$ cat src/rtl/mem_port_arbiter.sv
// mem_port_arbiter
//
// Shares one single-ported unified memory between the instruction fetch path
// and the MEM-stage load/store path of the 5-stage pipeline. One requester is
// granted at a time and drives a variable-latency req/ack memory port. Read
// data comes back with a one-cycle valid pulse. Data accesses have priority,
// but a starvation guard makes sure fetch is granted after STARVE_LIM
// back-to-back data grants while fetch is waiting.
//
// Ports:
//   clk, rst                  clock (rising edge), async active-low reset
//   if_req/if_addr            fetch request, held until if_valid
//   if_rdata/if_valid         fetched instruction and one-cycle done pulse
//   d_req/d_we/d_addr/
//   d_wdata/d_be              load/store request, held until d_valid
//   d_rdata/d_valid           load data and one-cycle done pulse
//   m_req/m_we/m_addr/
//   m_wdata/m_be              registered memory request port
//   m_ack/m_rdata             memory completion and read data
//   stall_IF/stall_MEM        hazard-unit stalls (combinational)
//   err                       sticky timeout flag

module mem_port_arbiter #(
    parameter int ADDR_W     = 32,
    parameter int DATA_W     = 32,
    parameter int STARVE_LIM = 4,
    parameter int MAX_WAIT   = 255
) (
    input  logic                clk,
    input  logic                rst,
    input  logic                if_req,
    input  logic [ADDR_W-1:0]   if_addr,
    output logic [DATA_W-1:0]   if_rdata,
    output logic                if_valid,
    input  logic                d_req,
    input  logic                d_we,
    input  logic [ADDR_W-1:0]   d_addr,
    input  logic [DATA_W-1:0]   d_wdata,
    input  logic [DATA_W/8-1:0] d_be,
    output logic [DATA_W-1:0]   d_rdata,
    output logic                d_valid,
    output logic                m_req,
    output logic                m_we,
    output logic [ADDR_W-1:0]   m_addr,
    output logic [DATA_W-1:0]   m_wdata,
    output logic [DATA_W/8-1:0] m_be,
    input  logic                m_ack,
    input  logic [DATA_W-1:0]   m_rdata,
    output logic                stall_IF,
    output logic                stall_MEM,
    output logic                err
);

    localparam int BE_W = DATA_W / 8;
    localparam int SC_W = $clog2(STARVE_LIM + 1);
    localparam int WC_W = $clog2(MAX_WAIT + 1);

    localparam logic [SC_W-1:0] STARVE_MAX = SC_W'(STARVE_LIM);
    // The timeout fires on the MAX_WAIT-th BUSY cycle without an ack.
    localparam logic [WC_W-1:0] WAIT_LAST  = WC_W'(MAX_WAIT - 1);

    typedef enum logic [1:0] {
        IDLE,
        BUSY_IF,
        BUSY_D,
        RESP
    } state_t;

    state_t            state_q, state_d;
    logic              m_req_q, m_req_d;
    logic              m_we_q, m_we_d;
    logic [ADDR_W-1:0] m_addr_q, m_addr_d;
    logic [DATA_W-1:0] m_wdata_q, m_wdata_d;
    logic [BE_W-1:0]   m_be_q, m_be_d;
    logic [DATA_W-1:0] if_rdata_q, if_rdata_d;
    logic [DATA_W-1:0] d_rdata_q, d_rdata_d;
    logic              if_valid_q, if_valid_d;
    logic              d_valid_q, d_valid_d;
    logic              err_q, err_d;
    logic [SC_W-1:0]   starve_q, starve_d;
    logic [WC_W-1:0]   wait_q, wait_d;

    // Next-state logic: grant decision in IDLE, completion/timeout in BUSY,
    // and a single RESP cycle so the requester can drop its req before the
    // arbiter looks at it again.
    always_comb begin
        state_d    = state_q;
        m_req_d    = m_req_q;
        m_we_d     = m_we_q;
        m_addr_d   = m_addr_q;
        m_wdata_d  = m_wdata_q;
        m_be_d     = m_be_q;
        if_rdata_d = if_rdata_q;
        d_rdata_d  = d_rdata_q;
        if_valid_d = 1'b0;
        d_valid_d  = 1'b0;
        err_d      = err_q;
        starve_d   = starve_q;
        wait_d     = wait_q;

        case (state_q)
            IDLE: begin
                // Data wins unless fetch has been waiting through STARVE_LIM data grants.
                if (d_req && !(if_req && (starve_q == STARVE_MAX))) begin
                    state_d   = BUSY_D;
                    m_req_d   = 1'b1;
                    m_we_d    = d_we;
                    m_addr_d  = d_addr;
                    m_wdata_d = d_wdata;
                    m_be_d    = d_be;
                    wait_d    = '0;
                    if (if_req) begin
                        if (starve_q != STARVE_MAX) begin
                            starve_d = starve_q + 1'b1;
                        end
                    end else begin
                        starve_d = '0;
                    end
                end else if (if_req) begin
                    state_d  = BUSY_IF;
                    m_req_d  = 1'b1;
                    m_we_d   = 1'b0;
                    m_addr_d = if_addr;
                    m_be_d   = '1;
                    wait_d   = '0;
                    starve_d = '0;
                end
            end

            BUSY_IF, BUSY_D: begin
                // An ack in the timeout cycle still counts as a normal completion.
                if (m_ack) begin
                    m_req_d = 1'b0;
                    state_d = RESP;
                    if (state_q == BUSY_IF) begin
                        if_rdata_d = m_rdata;
                        if_valid_d = 1'b1;
                    end else begin
                        if (!m_we_q) begin
                            d_rdata_d = m_rdata;
                        end
                        d_valid_d = 1'b1;
                    end
                end else if (wait_q == WAIT_LAST) begin
                    err_d   = 1'b1;
                    m_req_d = 1'b0;
                    state_d = RESP;
                    if (state_q == BUSY_IF) begin
                        if_rdata_d = '0;
                        if_valid_d = 1'b1;
                    end else begin
                        d_rdata_d = '0;
                        d_valid_d = 1'b1;
                    end
                end else begin
                    wait_d = wait_q + 1'b1;
                end
            end

            RESP: begin
                state_d = IDLE;
            end

            default: begin
                state_d = IDLE;
            end
        endcase
    end

    // State and registered outputs; reset abandons any in-flight transaction.
    always_ff @(posedge clk or negedge rst) begin
        if (!rst) begin
            state_q    <= IDLE;
            m_req_q    <= 1'b0;
            m_we_q     <= 1'b0;
            m_addr_q   <= '0;
            m_wdata_q  <= '0;
            m_be_q     <= '0;
            if_rdata_q <= '0;
            d_rdata_q  <= '0;
            if_valid_q <= 1'b0;
            d_valid_q  <= 1'b0;
            err_q      <= 1'b0;
            starve_q   <= '0;
            wait_q     <= '0;
        end else begin
            state_q    <= state_d;
            m_req_q    <= m_req_d;
            m_we_q     <= m_we_d;
            m_addr_q   <= m_addr_d;
            m_wdata_q  <= m_wdata_d;
            m_be_q     <= m_be_d;
            if_rdata_q <= if_rdata_d;
            d_rdata_q  <= d_rdata_d;
            if_valid_q <= if_valid_d;
            d_valid_q  <= d_valid_d;
            err_q      <= err_d;
            starve_q   <= starve_d;
            wait_q     <= wait_d;
        end
    end

    assign m_req    = m_req_q;
    assign m_we     = m_we_q;
    assign m_addr   = m_addr_q;
    assign m_wdata  = m_wdata_q;
    assign m_be     = m_be_q;
    assign if_rdata = if_rdata_q;
    assign d_rdata  = d_rdata_q;
    assign if_valid = if_valid_q;
    assign d_valid  = d_valid_q;
    assign err      = err_q;

    assign stall_IF  = if_req & ~if_valid_q;
    assign stall_MEM = d_req & ~d_valid_q;

endmodule
$ cat config.mk
export PLATFORM = sky130hd
export DESIGN_NAME = mem_port_arbiter
export DESIGN_NICKNAME = d
export VERILOG_FILES = /design/src/rtl/mem_port_arbiter.sv
export SDC_FILE = /design/constraint.sdc
export NUM_CORES = 1
export LEC_CHECK = 0
export BUFFER_PORTS_ARGS = -buffer_cell sky130_fd_sc_hd__clkbuf_2
export CAP_MARGIN = 20
export CORE_MARGIN = 3
export CORE_UTILIZATION = 48
export CTS_CLUSTER_SIZE = 25
export DETAILED_ROUTE_END_ITERATION = 10
export PLACE_DENSITY = 0.88
export SETUP_SLACK_MARGIN = 0.5
export SLEW_MARGIN = 20
export SYNTH_ARGS = -nofsm -noshare
export SYNTH_HDL_FRONTEND = slang
export SYNTH_SLANG_ARGS = --single-unit
$ cat constraint.sdc
create_clock -name clk -period 2.5 [get_ports clk]
set_input_delay 0.75 -clock clk [delete_from_list [all_inputs] [get_ports clk]]
set_output_delay 0.75 -clock clk [all_outputs]
set_load 0.02 [all_outputs]
==> results of run 1 <==
[synthesized netlist by cell type, drive strengths merged, types with 4 or more instances]
master	number
nor2b	4
clkbuf	24
a21oi	4
o311ai	5
nand3	8
mux2i	34
mux2	33
dfrtp	150
inv	40
nor2	8
o21ai	76
a22o	64
ha	7
nand2	53
buf	21
or4	4
nand4	33
[final timing paths]
check | start | end | slack, ns | cells past startpoint
min in group clk | m_addr[24] | m_addr[24] | 0.48 | 2
hold reg to reg | m_addr[24] | m_addr[24] | 0.48 | 2
hold / removal | rst | if_rdata[20] | 0.22 | 1
setup / recovery | d_req | stall_MEM | 0.52 | 3
setup reg to reg | wait_q[0] | d_rdata[0] | 0.55 | 7
max in group asynchronous | rst | m_addr[12] | 1.63 | 2
[critical path: cells and delay by family]
kind	cells	cell delay, ns
simple gates	1	0.16
buf+inv	2	0.31
[per-layer routing]
metal	routed length [um]	global-route usage, %	part of all wire [%]
met4	532	9.736	3.0
met2	9133	38.96	51
met1	6953	28.03	39
met5	0	0	0
met3	1311	5.498	7.3
[state kept, by name (all words and copies together), names as in the netlist]
signal / flops
d_rdata: 32
d_valid: 1
err: 1
if_rdata: 32
if_valid: 1
m_addr: 32
m_be: 4
m_req: 1
m_wdata: 32
m_we: 1
starve_q: 3
state_q: 2
wait_q: 8
[power groups by stage]
stage                     Combinational, mW  Clock (mW)  Sequential (mW)
after floorplan                        2.74           0             5.61
after global placement                 5.83           0             4.33
after detailed placement               6.03           0             4.38
after CTS                              6.06        2.66             4.37
after global routing                   6.78        2.78             4.53
final                                  6.31        2.62             4.37
[timing repair]
item,4_1_cts,5_1_grt
setup endpoints to repair,17,65
gates cloned,0,1
buffers inserted,0,2
resized for setup,5,13
hold buffers,0,0
[logic make-up (layout without fill, tap and decap cells)]
group,count (synthesis),in the layout
and+or+nand+nor,124,124
DFF,150,150
AOI/OAI and AO/OA,156,156
adders and majority gates,7,7
buffers and inverters,87,370
muxes,67,67
[layout by cell type, fill, tap and decap left out, types with 2 or more instances in the layout]
master / instances
clkinv_2: 2
buf_4: 16
bufinv_16: 3
ha_1: 5
a21oi_1: 3
buf_12: 6
clkinv_4: 2
clkbuf_16: 18
nand3_1: 8
o311ai_0: 5
clkbuf_2: 271
nand2_1: 52
buf_6: 2
a22o_2: 23
a32o_1: 2
nand4b_1: 2
clkbuf_1: 4
mux2i_1: 34
o21ai_0: 74
nor2b_4: 2
inv_1: 40
nand4_1: 33
clkbuf_8: 4
or4_1: 3
mux2_2: 33
a22o_1: 41
nor2_1: 8
nand2b_1: 2
dfrtp_1: 150
clkbuf_4: 2
[area by class of cell]
cell class / instances / area, um^2
clock buffer: 25 / 495.5
clock inverter: 7 / 117.6
fill: 1040 / 4461
inverter: 40 / 150.1
multi-input combinational: 354 / 2596
sequential: 150 / 3754
tap: 176 / 220.2
timing repair buffer: 298 / 1659
==> results.cfg, run 1 <==
[logic_synthesis]
synthAdderAreaFrac_pct = 1.305
seq_area_frac_synth_pct = 55.93
synth_xor_area_share_pct = 0
synthCells = 591
syn-num-nets = 736
syn_avg_cell_area_um2 = 11.36
synthSimpleGateAreaFrac_pct = 9.545
synth_warnings = 0
synth.distinct_cells = 42
yosys-top-cells-area = dfrtp_1 56%, mux2_2 5.5%, o21ai_0 5.5%
synth_mux_area_share_pct = 10.61
synth_top_cell_by_area = dfrtp_1
synthArstFlopShare_pct = 100.0
synth_top_family_by_area = compound AO/OA/AOI/OAI gates
synth_edf_count = 0
synth-compound-area-share_pct = 16.37
synth_ff_type = dfrtp_1
synth_top_area_share_pct = 55.93
synth_area_mm2 = 0.006711
synth_seq_cells = 150

[detailed_routing]
post-route-drc-count = 0
first_iter_violations = 537
wl_um = 17930
wl_per_cell_um = 17.08
vias = 5726
drtAntennaViolNets = 0
avgViaCountPerCell = 5.453
first_pass_iters = 5

[timing]
period_share_pct = 79.08
setup_viol = 0
hold_viol_final = 0
tns_ns = 0
fin_crit_ns = 1.977
rsz0062_at_grt = no
clock_skew_ns = 0.008132
max_freq_mhz = 505.8
maxSlewViolCount = 0
maxSlewHeadroom_pct = 54.91
setup_ws_ns = 0.5230
hold_slack_ns = 0.2173
worst_pin_slew_ns = 0.6764

[power_and_ir_drop]
intPower_mw = 7.798
seqPwrFrac_pct = 32.9
ir_worst_vdd_mv = 0.8154
comb_power_share_pct = 47.4
p_total_mw = 13.30
sw_frac_of_total_pct = 41.38
pwr_density_cell_mw_per_mm2 = 1479
p_sw_mw = 5.505
clkPwrFrac_pct = 19.7
cellLeakagePower_nw = 4.624

[min_path]
hp-class = input pin to asynchronous set/reset pin

[global_route]
grt_start_max_net_pins = 79
antenna_found_initial = 0
grt_overflow_total = 0
grt_pass1_wl_um = 28950
grt_pass1_vias = 5694
grt_usage_pct = 22.95

[worst_setup_path]
end_kind = primary output
critPathKind = input pin to primary output
crit_required_ns = 1.75
start_kind = input pin
critPathArrivalTime_ns = 1.23
critPathSlowestCell = clkbuf_4
path_cells = clkbuf_4 > nor2b_2 > buf_4
cp_max_fo = 8
critPathMaxStageDelay_ns = 0.16

[floorplanning]
core_area_mm2 = 0.01345
row_count = 42
initial_core_util_pct = 49.89
die_w_um = 124.2
die_y_um = 124.2
dieArea_mm2 = 0.01544
ios = 277

[clock_tree]
cts_tree = done
cts_buffers = 17
cts.sinks = 150
htree_levels = 4
root_buffer = clkbuf_16
path_clk_slew_ns = 0.06
clkLatencyLatePin_ns = 0.42
clockBufferDepth = 2

[placement]
place_area_mm2 = 0.008274
placed_cells = 1015
place_worst_setup_slack_ns = 0.3494
routabilityCongestion = 0.7820
dp_hpwl_um = 12790
port_buffers = 276

[cells_and_area]
final_core_util_pct = 66.84
n_antenna_cell = 0
fin_cells = 1050
design_area_mm2 = 0.008992
nets = 1006
synthToLayoutAreaGrowth_pct = 33.99
drive_above_1_share_pct = 45.42

[flow_run]
cap_violations = 0

[run_status]
status = finished, final reports clean
Power figures use the tool's default switching activity.
==> run 2: changes to the inputs <==
--- a/config.mk
+++ b/config.mk
@@ -8,10 +8,10 @@
 export BUFFER_PORTS_ARGS = -buffer_cell sky130_fd_sc_hd__clkbuf_2
 export CAP_MARGIN = 20
 export CORE_MARGIN = 3
-export CORE_UTILIZATION = 48
+export CORE_UTILIZATION = 44
 export CTS_CLUSTER_SIZE = 25
 export DETAILED_ROUTE_END_ITERATION = 10
-export PLACE_DENSITY = 0.88
+export PLACE_DENSITY = 0.85
 export SETUP_SLACK_MARGIN = 0.5
 export SLEW_MARGIN = 20
 export SYNTH_ARGS = -nofsm -noshare
==> constraint.sdc (replaced) <==
create_clock -name clk -period 1.8 [get_ports clk]
set_input_delay 0.54 -clock clk [delete_from_list [all_inputs] [get_ports clk]]
set_output_delay 0.54 -clock clk [all_outputs]
set_load 0.02 [all_outputs]
==> results.cfg, run 2 (synthesis results as in run 1) <==
[run_status]
status = complete, but fails checks
violations = setup timing

[worst_setup_path]
cp_max_fo = 16
start_kind = flop
path_buf_inv = 2
critPathKind = flop to flop
end_kind = flop
critPathArrivalTime_ns = 2.22
critPathSlowestCell = or3b_4
cp_top_family = simple AND/OR/NAND/NOR gates
critPathMaxStageDelay_ns = 0.47
path_cells = inv_2 > ha_4 > and3_4 > a21oi_4 > or3b_4 > buf_16 > a22o_1
crit_required_ns = 2.11

[power_and_ir_drop]
comb_power_share_pct = 63.4
pwr_density_cell_mw_per_mm2 = 2172
ir_worst_vdd_mv = 1.418
intPower_mw = 17.54
cellLeakagePower_nw = 6.622
p_sw_mw = 11.48
sw_frac_of_total_pct = 39.55
p_total_mw = 29.02
clkPwrFrac_pct = 14.0
seqPwrFrac_pct = 22.6

[cells_and_area]
layout_common_cells = 151 x buf_4, 149 x dfrtp_1, 137 x clkbuf_2
drive_above_1_share_pct = 68.24
final_common_cell = buf_4
fin_cells = 1267
synthToLayoutAreaGrowth_pct = 99.01
nets = 1218
n_antenna_cell = 0
design_area_mm2 = 0.01336

[placement]
routabilityCongestion = 0.8370
dp_hpwl_um = 14150
place_worst_setup_slack_ns = -0.05406
port_buffers = 276
place_area_mm2 = 0.008782
placed_cells = 1051

[global_route]
antenna_found_initial = 1
grt_pass1_wl_um = 41120
grt_usage_pct = 32.25
grt_start_max_net_pins = 65
grt_pass1_vias = 7404
grt_overflow_total = 0

[clock_tree]
path_clk_slew_ns = 0.06
root_buffer = clkbuf_16
cts_tree = done
cts_buffers = 17
cts.sinks = 150
hold_buffers = 0
htree_levels = 4
clkLatencyLatePin_ns = 0.44
clockBufferDepth = 2

[floorplanning]
core_area_mm2 = 0.01475
die_y_um = 129.5
ios = 277
initial_core_util_pct = 45.49
dieArea_mm2 = 0.01677
row_count = 44
die_w_um = 129.5

[detailed_routing]
first_iter_violations = 605
wl_um = 34740
post-route-drc-count = 0
wl_per_cell_um = 27.42
avgViaCountPerCell = 6.055
first_pass_iters = 5
vias = 7672
drtAntennaViolNets = 0

[timing]
setup_viol = 37
max_freq_mhz = 523.4
maxSlewViolCount = 0
hold_viol_final = 0
hold_slack_ns = 0.01536
fin_crit_ns = 1.911
setup_ws_ns = -0.1107
rsz0062_at_grt = yes
maxSlewHeadroom_pct = 53.43
worst_pin_slew_ns = 0.6985
period_share_pct = 106.2
clock_skew_ns = 0.01328

[flow_run]
cap_violations = 0

[min_path]
hp-class = input pin to asynchronous set/reset pin
==> run 2: changes by cell type in the layout (fill, tap and decap cells not counted), sizes merged <==
cell / delta
clkinvlp: +1
buf: +284
clkbuf: -76
bufinv: +2
clkinv: -3
inv: +1
==> run 2: timing repair <==
item	4_1_cts	5_1_grt
hold endpoints to repair	0	0
buffers inserted	96	66
cloned	19	6
setup endpoints to repair	288	289
gates resized for setup	284	345
pin swaps	26	48
==> run 2: per-layer routing <==
metal / track usage (%) / part of all wire, % / vias to the layer above
li1: - / - / 3105
met1: 34.74 / 33 / 3782
met2: 58.54 / 51 / 592
met3: 9.275 / 9.3 / 193
met4: 14.67 / 6.6 / 0
met5: 0 / 0 / -
==> run 2: final cells by class <==
class,count,area (um^2)
well taps,184,230.2
flip-flops and latches,150,3755
inverters,40,150.1
multi-input cells,354,3495
clock inverters,8,171.4
clock buffers,21,470.5
fillers,480,1398
repair buffers,510,5085
==> run 2: stage by stage <==
step,util (%),setup TNS (ns)
floorplan,-,-0.5776
finish,90.53,-2.549
global route,90.53,-3.406
CTS,79.65,-0.003598
global placement,59.52,-0.08555
detailed placement,59.52,-0.3251
==> run 2: power groups by stage <==
| stage | logic (mW) | clock network, mW | registers (mW) |
|---|---|---|---|
| detailed placement | 9.33 | 0 | 6.08 |
| global placement | 9.08 | 0 | 6.01 |
| floorplan | 4.50 | 0 | 7.82 |
| finish | 18.4 | 4.05 | 6.57 |
| CTS | 14.0 | 3.96 | 6.10 |
| global route | 19.0 | 4.18 | 6.65 |
==> run 2: path summary, 6_finish.rpt <==
| path | start | end | slack (ns) | cells past startpoint |
|---|---|---|---|---|
| min in group clk | d_we | m_we | 0.34 | 3 |
| max in group asynchronous | rst | m_addr[4] | 1.24 | 2 |
| max | wait_q[0] | d_rdata[14] | -0.11 | 7 |
| max reg2reg | wait_q[0] | d_rdata[14] | -0.11 | 7 |
| min | rst | d_rdata[25] | 0.02 | 1 |
| min reg2reg | m_be[0] | m_be[0] | 0.54 | 2 |
